`config.mk`:
```
export PLATFORM = sky130hd
export DESIGN_NAME = fetch_stage
export DESIGN_NICKNAME = d
export VERILOG_FILES = /design/src/rtl/mips_pipe_pkg.sv /design/src/rtl/fetch_hold_buf.sv /design/src/rtl/fetch_stage.sv
export SDC_FILE = /design/constraint.sdc
export NUM_CORES = 1
export LEC_CHECK = 0
export CORE_MARGIN = 2
export CORE_UTILIZATION = 45
export DETAILED_ROUTE_END_ITERATION = 8
export HOLD_SLACK_MARGIN = 0.15
export PLACE_DENSITY = 0.83
export SYNTH_ARGS = -nofsm -noshare
export SYNTH_HDL_FRONTEND = slang
export SYNTH_HIERARCHICAL = 1
export SYNTH_SLANG_ARGS = --single-unit
export TNS_END_PERCENT = 20
```
`constraint.sdc`:
```
create_clock -name clk -period 4.9 [get_ports clk]
set_input_delay 0.735 -clock clk [delete_from_list [all_inputs] [get_ports clk]]
set_output_delay 0.735 -clock clk [all_outputs]
set_load 0.02 [all_outputs]
```
`src/rtl/mips_pipe_pkg.sv`:
```
// Shared constants and types for the MIPS pipeline stages.
// Used by fetch_stage and fetch_hold_buf.
package mips_pipe_pkg;

  localparam int PC_W = 32;

  localparam logic [PC_W-1:0] NOP_INSTR        = 32'h0000_0000;
  localparam logic [PC_W-1:0] RESET_PC_DEFAULT = 32'h0000_0000;

  typedef enum logic [1:0] {
    REQ  = 2'd0,
    WAIT = 2'd1,
    HOLD = 2'd2
  } fetch_state_e;

  typedef struct packed {
    logic [PC_W-1:0] instr;
    logic [PC_W-1:0] pc_plus4;
    logic            valid;
  } if_iss_t;

  localparam if_iss_t ISS_BUBBLE = '{instr: NOP_INSTR, pc_plus4: '0, valid: 1'b0};

  function automatic logic [PC_W-1:0] word_align(input logic [PC_W-1:0] addr);
    return {addr[PC_W-1:2], 2'b00};
  endfunction

endpackage

```
`src/rtl/fetch_hold_buf.sv`:
```
// One-entry holding buffer for an instruction response that arrives
// while decode is stalled.
module fetch_hold_buf
  import mips_pipe_pkg::*;
(
  input  logic            clk,
  input  logic            rst_n,
  input  logic            capture,
  input  logic            drain,
  input  logic            clear,
  input  logic [PC_W-1:0] instr,
  input  logic [PC_W-1:0] pc_plus4,
  output logic            full,
  output logic [PC_W-1:0] held_instr,
  output logic [PC_W-1:0] held_pc_plus4
);

  always_ff @(posedge clk) begin
    if (!rst_n) begin
      full <= 1'b0;
    end else if (clear || drain) begin
      full <= 1'b0;
    end else if (capture) begin
      full <= 1'b1;
    end
  end

  // NOTE: payload registers are not reset; the occupancy flag alone decides whether they mean anything.
  always_ff @(posedge clk) begin
    if (capture) begin
      held_instr    <= instr;
      held_pc_plus4 <= pc_plus4;
    end
  end

endmodule

```
`src/rtl/fetch_stage.sv`:
```
// Instruction-fetch stage: PC, single-outstanding imem requests, IF/ISS register.
// Optional fetch-bubble counter enabled by defining FETCH_PERF_CNT_EN.
module fetch_stage
  import mips_pipe_pkg::*;
#(
  parameter logic [PC_W-1:0] RESET_PC = RESET_PC_DEFAULT
) (
  input  logic            clk,
  input  logic            rst_n,
  input  logic            stall_fetch_hz_i,
  input  logic            flush_iss_hz_i,
  input  logic            branch_taken_ex_i,
  input  logic [PC_W-1:0] branch_tgt_ex_i,
  input  logic            jump_iss_i,
  input  logic [PC_W-1:0] jump_tgt_iss_i,
  output logic            imem_req_valid_o,
  output logic [PC_W-1:0] imem_req_addr_o,
  input  logic            imem_req_ready_i,
  input  logic            imem_rsp_valid_i,
  input  logic [PC_W-1:0] imem_rsp_data_i,
  output logic [PC_W-1:0] instr_iss_o,
  output logic [PC_W-1:0] pc_plus4_iss_o,
  output logic            valid_iss_o,
  output logic [31:0]     stall_cnt_o
);

  fetch_state_e    state;
  logic [PC_W-1:0] pc;
  logic            discard;
  if_iss_t         iss;

  logic            redirect;
  logic [PC_W-1:0] redirect_tgt;
  logic            rsp_fresh;
  logic            rsp_load;
  logic            rsp_capture;
  logic            buf_drain;
  logic            buf_load;
  logic            buf_clear;
  logic            req_valid;
  logic            req_accept;
  logic            buf_full;
  logic [PC_W-1:0] buf_instr;
  logic [PC_W-1:0] buf_pc_plus4;

  // The EX branch is older than the ISS jump, so it wins a same-cycle redirect.
  always_comb begin
    redirect     = branch_taken_ex_i | jump_iss_i;
    redirect_tgt = word_align(branch_taken_ex_i ? branch_tgt_ex_i : jump_tgt_iss_i);
  end

  always_comb begin
    rsp_fresh   = (state == WAIT) && imem_rsp_valid_i && !discard && !redirect;
    rsp_load    = rsp_fresh && !stall_fetch_hz_i && !flush_iss_hz_i;
    rsp_capture = rsp_fresh && stall_fetch_hz_i && !flush_iss_hz_i;
    buf_drain   = (state == HOLD) && !stall_fetch_hz_i && !redirect;
    buf_load    = buf_drain && buf_full && !flush_iss_hz_i;
    buf_clear   = (state == HOLD) && redirect;
  end

  // NOTE: every always_comb output gets a default first so no path can infer a latch.
  always_comb begin
    req_valid = 1'b0;
    unique case (state)
      REQ:     req_valid = !stall_fetch_hz_i;
      WAIT:    req_valid = imem_rsp_valid_i && !discard && !redirect && !stall_fetch_hz_i;
      default: req_valid = 1'b0;
    endcase
  end

  assign imem_req_valid_o = rst_n && req_valid;
  assign imem_req_addr_o  = pc;
  assign req_accept       = imem_req_valid_o && imem_req_ready_i;

  // NOTE: sequential state uses non-blocking assignments so every register samples pre-edge values.
  always_ff @(posedge clk) begin
    if (!rst_n) begin
      state   <= REQ;
      pc      <= RESET_PC;
      discard <= 1'b0;
    end else begin
      if (redirect) begin
        pc <= redirect_tgt;
      end else if (req_accept) begin
        pc <= pc + PC_W'(4);
      end

      unique case (state)
        REQ: begin
          if (req_accept) state <= WAIT;
          // An accepted request that coincides with a redirect fetches the wrong path.
          if (req_accept && redirect) discard <= 1'b1;
        end
        WAIT: begin
          if (imem_rsp_valid_i) begin
            discard <= 1'b0;
            if (rsp_capture) begin
              state <= HOLD;
            end else if (!req_accept) begin
              state <= REQ;
            end
          end else if (redirect) begin
            discard <= 1'b1;
          end
        end
        HOLD: begin
          if (redirect || !stall_fetch_hz_i) state <= REQ;
        end
        default: state <= REQ;
      endcase
    end
  end

  // PC already points past the fetched word while its response is pending.
  always_ff @(posedge clk) begin
    if (!rst_n) begin
      iss <= ISS_BUBBLE;
    end else if (flush_iss_hz_i) begin
      iss <= ISS_BUBBLE;
    end else if (!stall_fetch_hz_i) begin
      if (rsp_load) begin
        iss <= '{instr: imem_rsp_data_i, pc_plus4: pc, valid: 1'b1};
      end else if (buf_load) begin
        iss <= '{instr: buf_instr, pc_plus4: buf_pc_plus4, valid: 1'b1};
      end else begin
        iss <= ISS_BUBBLE;
      end
    end
  end

  assign instr_iss_o    = iss.instr;
  assign pc_plus4_iss_o = iss.pc_plus4;
  assign valid_iss_o    = iss.valid;

  fetch_hold_buf u_hold_buf (
    .clk           (clk),
    .rst_n         (rst_n),
    .capture       (rsp_capture),
    .drain         (buf_drain),
    .clear         (buf_clear),
    .instr         (imem_rsp_data_i),
    .pc_plus4      (pc),
    .full          (buf_full),
    .held_instr    (buf_instr),
    .held_pc_plus4 (buf_pc_plus4)
  );

`ifdef FETCH_PERF_CNT_EN
  logic [31:0] stall_cnt;

  always_ff @(posedge clk) begin
    if (!rst_n) begin
      stall_cnt <= '0;
    end else if (!iss.valid && (stall_cnt != 32'hFFFF_FFFF)) begin
      stall_cnt <= stall_cnt + 32'd1;
    end
  end

  assign stall_cnt_o = stall_cnt;
`else
  assign stall_cnt_o = '0;
`endif

endmodule

```
Word-level counts from Yosys, hierarchy flattened

Cells that the tools add are included.

Register bits after elaboration: 165
Input bits: 104
Output and inout port bits: 130
Word-level logic and storage cells: 69

$add $sub $neg: 1
Equality and inequality tests: 8
Muxes and demuxes: 16
Bitwise logic cells: 2
Reductions and logical operators: 32

Operators with widths:

| kind                                          | count |
|---|---|
| two-way mux 65 bit                            | 2 |
| two-way mux 32 bit                            | 3 |
| adder 32 x 3 -> 32 bit, second input constant | 1 |
| logical AND 1 bit                             | 18 |
| two-way mux 2 bit                             | 5 |
| != test 2 bit, second input constant          | 3 |
| != test 3 bit, second input constant          | 2 |
| case mux 2 bit (3 select lines)               | 1 |
| OR reduction 2 bit                            | 3 |
| logical NOT 1 bit                             | 4 |
| case mux 1 bit (2 select lines)               | 2 |
| AND reduction 4 bit                           | 1 |
| nonzero test 2 bit                            | 2 |
| two-way mux 1 bit                             | 3 |
| AND reduction 3 bit                           | 1 |
| == test 2 x 1 -> 1 bit, second input constant | 1 |
| == test 2 bit, second input constant          | 1 |
| logical NOT 2 bit                             | 1 |
| logical OR 1 bit                              | 2 |
| != test 2 x 1 -> 1 bit, second input constant | 1 |
| inverter 1 bit                                | 1 |
| OR 1 bit                                      | 1 |

Longest topological paths before layout

Word-level depth: 11
Depth in mapped cells: 8
Mapped depth without buffers: 6

By module

The synthesis kept the hierarchy.

By module, submodules not included:

| module         | times used | cells each | area each (um2) |
|---|---|---|---|
| fetch_stage    | 1          | 584        | 5074.9 |
| fetch_hold_buf | 1          | 67         | 1960.6 |

Worst setup path before layout

No wires, ideal clock.

Path kind: input to register
Start point: input port jump_iss_i
End point: register u_hold_buf.full
Library setup time: 0.089 ns
Data arrival time: 3.900 ns
Required time: 4.811 ns
Slack: 0.911 ns
Stages on the path: 7
Path buffers: 2
Cells stage by stage: or4b_4 > buf_6 > nor3_4 > clkbuf_1 > and2_1 > nor2_1 > nor4b_2

Word-level cells in the longest chain between the ends: 5

RTL lines:

| element                        | line                 | text |
|---|---|---|
| from (decl)                    | fetch_stage.sv:14    | `input logic jump_iss_i,` |
| OR 1 bit                       | fetch_stage.sv:48    | `redirect = branch_taken_ex_i \| jump_iss_i;` |
| logical NOT 1 bit              | fetch_stage.sv:53    | `rsp_fresh = (state == WAIT) && imem_rsp_valid_i && !discard && !redirect;` |
| logical AND 1 bit              | fetch_stage.sv:53    |  |
| logical AND 1 bit (2 in a row) | fetch_stage.sv:55    | `rsp_capture = rsp_fresh && stall_fetch_hz_i && !flush_iss_hz_i;` |
| named net rsp_capture          | fetch_stage.sv:36    | `logic rsp_capture;` |
| to (signal assigned)           | fetch_hold_buf.sv:20 | `full <= 1'b0;` |
| to (signal assigned)           | fetch_hold_buf.sv:22 | `full <= 1'b0;` |
| to (signal assigned)           | fetch_hold_buf.sv:24 | `full <= 1'b1;` |
| to (decl)                      | fetch_hold_buf.sv:13 | `output logic full,` |

The timed path passes the listed nets, and every way through them passes these cells.
A chain may end at the register's enable or synchronous reset.

Worst setup path in the final report

Start point: input port jump_iss_i
End point: output port imem_req_valid_o

Word-level cells in the longest chain between the ends: 6

RTL lines:

| element                         | line              | text |
|---|---|---|
| OR 1 bit                        | fetch_stage.sv:48 |  |
| logical NOT 1 bit               | fetch_stage.sv:66 | `WAIT: req_valid = imem_rsp_valid_i && !discard && !redirect && !stall_fetch_hz_i;` |
| logical AND 1 bit (2 in a row)  | fetch_stage.sv:66 |  |
| case mux 1 bit (2 select lines) | fetch_stage.sv:64 | `unique case (state)` |
| logical AND 1 bit               | fetch_stage.sv:71 | `assign imem_req_valid_o = rst_n && req_valid;` |
| to (decl)                       | fetch_stage.sv:16 | `output logic imem_req_valid_o,` |

No other way between the ends.

==> reports/metrics.yaml <==
status: "finished, final reports clean"
worst_skew_pair.late_latency_ns: 0.43
ys_warn_count: 6
slew-limit-headroom_pct: 48.2
cts_setup_buffers: 0
dpl_cell_area_um2: 9000
cts_resized: 0
vias: 5836
worstPathMaxFanout: 15
fmax_ghz: 0.274
muxShareOfSynthArea_pct: 0.569
dieArea_um2: 16700
crit_buf_inv: 3
dp_hpwl_um: 12400
p_total_uw: 3220
hold_end: "pc_plus4_iss_o[0]"
layout_commonest_cell: "clkdlybuf4s50_1"
core_um2: 15300
rsz0062_at_grt: "no"
drt_first_pass_iters: 6
path_cells: "clkdlybuf4s50_1 -> buf_4 -> or4b_4 -> a211oi_1 -> clkdlybuf4s50_1"
irDropWorstVdd_v: 0.000257
yosys.area_share.xor_xnor_pct: 2.37
fin_ws_ns: 1.25
routabilityCongestion: 0.805
ys.flop_type: "dfxtp_1"
rr_startpoint: "discard"
setup-violations-final: 0
maxCapViolCount: 0
initial_core_util_pct: 46.1
ant_nets: 0
cts.sinks: 163
numPlacedInstances: 1016
drive_above_1_share_pct: 6.10
hold_depth: 2
max_stage_delay_ns: 0.71
finalCritPeriodShare_pct: 74.6
route.detailed.drc: 0
timing.rr.end: "u_hold_buf/held_instr[18]"
final_hold_viol_count: 0
endpoint_kind: "primary output"
hold_buffers: 0
cts_tree: "built"
reg2reg_slack_ns: 2.54
drt_wl_total_um: 18800
clkTransAtPathRegs_ns: 0.06
diodes: 0
arrival_ns: 2.92
slew_violations: 0
tns_ns: 0
synthSimpleGateAreaFrac_pct: 17.0
worst_pin_slew_ns: 0.777
cts_buffers: 17
track_usage_pct: 22.6
ys_seq_elements: 163
drtIter0Drc: 442
dp_slack_ns: 1.24
synth_top_family_by_area: "compound AO/OA/AOI/OAI gates"
fin_worst_skew_ns: 0.00839
slowest_stage: "clkdlybuf4s50_1"
r2r_cells: 4
ys_seq_area_share_pct: 55.5
overflow: 0
antenna_found_initial: 0
critPathTopFamily: "buffers and inverters"
root_buffer: "clkbuf_16"
clk_path_buf_depth: 2
synthDistinctLibCells: 58
grt_pass1_vias: 5516
syn_avg_cell_area_um2: 10.8
top_level_ports: 234
die_h_um: 129
period_needed_ns: 3.65
critPathKind: "input port to primary output"
min_from: "u_hold_buf/held_pc_plus4[0]"
synth-edff-count: 64
wire_per_inst_um: 18.0
syn_inst: 651
synth_top_area_share_pct: 28.2
grt_pass1_wl_um: 29300
stdcell_count: 1047
grt_max_degree: 86
synthesis.area_um2: 7040
area_growth_pct: 36.4
synth_fa_ha_area_share_pct: 0.178
chipWidth_um: 129
synth_area_leaders: "dfxtp_1 28%, edfxtp_1 27%, a221oi_1 8.0%"
port_buffers: 195
stdcell_area_um2: 9600
async_flop_share_pct: 0
htreeDepth: 4
hp-class: "flip-flop to flip-flop"
power_density_nw_per_um2: 335
nets: 929
cp_common_cell: "clkdlybuf4s50_1"
synth_area_leader_cell: "dfxtp_1"
synth-compound-area-share_pct: 17.3
rows: 45
viasPerCell: 5.57
critPathLaunchType: "input port"
leakage_uw: 0.00331
cp.required_ns: 4.16
final_cell_mix: "194 x clkdlybuf4s50_1, 99 x dfxtp_1, 66 x nor3_1"
## how the worst max path moves through the flow
stage | from | to | slack [ns] | depth (start not counted)
after floorplan | jump_iss_i | u_hold_buf/full | 0.91 | 7
after global placement | jump_iss_i | imem_req_valid_o | 1.26 | 5
after detailed placement | jump_iss_i | imem_req_valid_o | 1.24 | 5
after CTS | jump_iss_i | imem_req_valid_o | 1.25 | 5
after global routing | branch_taken_ex_i | imem_req_valid_o | 1.16 | 5
final | jump_iss_i | imem_req_valid_o | 1.25 | 5
## cell type report
class	count	area, um^2
inverter	7	26.3
sequential	163	3900
timing repair buffer	205	2040
clock inverter	11	134
fill	1240	5660
tap	211	264
clock buffer	20	458
multi-input combinational	430	2770
## flip-flops by register name, indices dropped and copies added (netlist names)
name,count
imem_req_addr_o,30
u_hold_buf/full,1
valid_iss_o,1
instr_iss_o,32
discard,1
pc_plus4_iss_o,32
state,2
u_hold_buf/held_instr,32
u_hold_buf/held_pc_plus4,32
## per-stage QoR
| step | util [%] | hold WS (ns) |
|---|---|---|
| 6_report | 62.9 | 0.480 |
| 5_1_grt | 62.9 | 0.514 |
| 4_1_cts | 62.9 | 0.485 |
| 3_5_place_dp | 59.0 | 0.471 |
| 3_3_place_gp | 59.0 | 0.459 |
| 2_1_floorplan | - | 0.455 |
## tightest hold or removal path, cell delays in order (launching register included)
cell,delay [ns]
edfxtp_1,0.32
a22oi_1,0.06
nor2_1,0.07
## synth_stat cells (7+ instances only)
cell,count
dfxtp_1,99
nor3_1,66
a221oi_1,64
edfxtp_1,64
nor2b_1,64
clkbuf_1,42
buf_4,34
a21oi_1,25
nor2_1,21
nand2_1,20
xor2_1,16
nand4_1,14
o221ai_1,13
nand3_1,9
a22oi_1,8
buf_2,8
a211oi_1,7
o22ai_1,7
## routing by layer
layer	GRT usage, %	wire length (um)
met1	31.5	8170
met2	34.8	8800
met3	4.58	1420
met4	9.08	420
met5	0	0
## logic make-up (layout without fill, tap and decap cells)
| group | count (synthesis) | in the layout |
|---|---|---|
| buffers and inverters | 93 | 243 |
| AND/OR/NAND/NOR | 215 | 215 |
| flip-flops | 163 | 163 |
| AO/OA/AOI/OAI | 155 | 155 |
| other | 1 | 36 |
| XOR/XNOR | 19 | 19 |
| adder cells (fa/ha/maj) | 1 | 1 |
| multiplexers | 4 | 4 |
## where the power goes
| part | switching [uW] | leakage, uW | internal (uW) |
|---|---|---|---|
| logic | 196 | 0.00163 | 191 |
| clock network | 512 | 0.000288 | 821 |
| registers | 51.6 | 0.00138 | 1450 |
(Power assumes the default switching activity.)
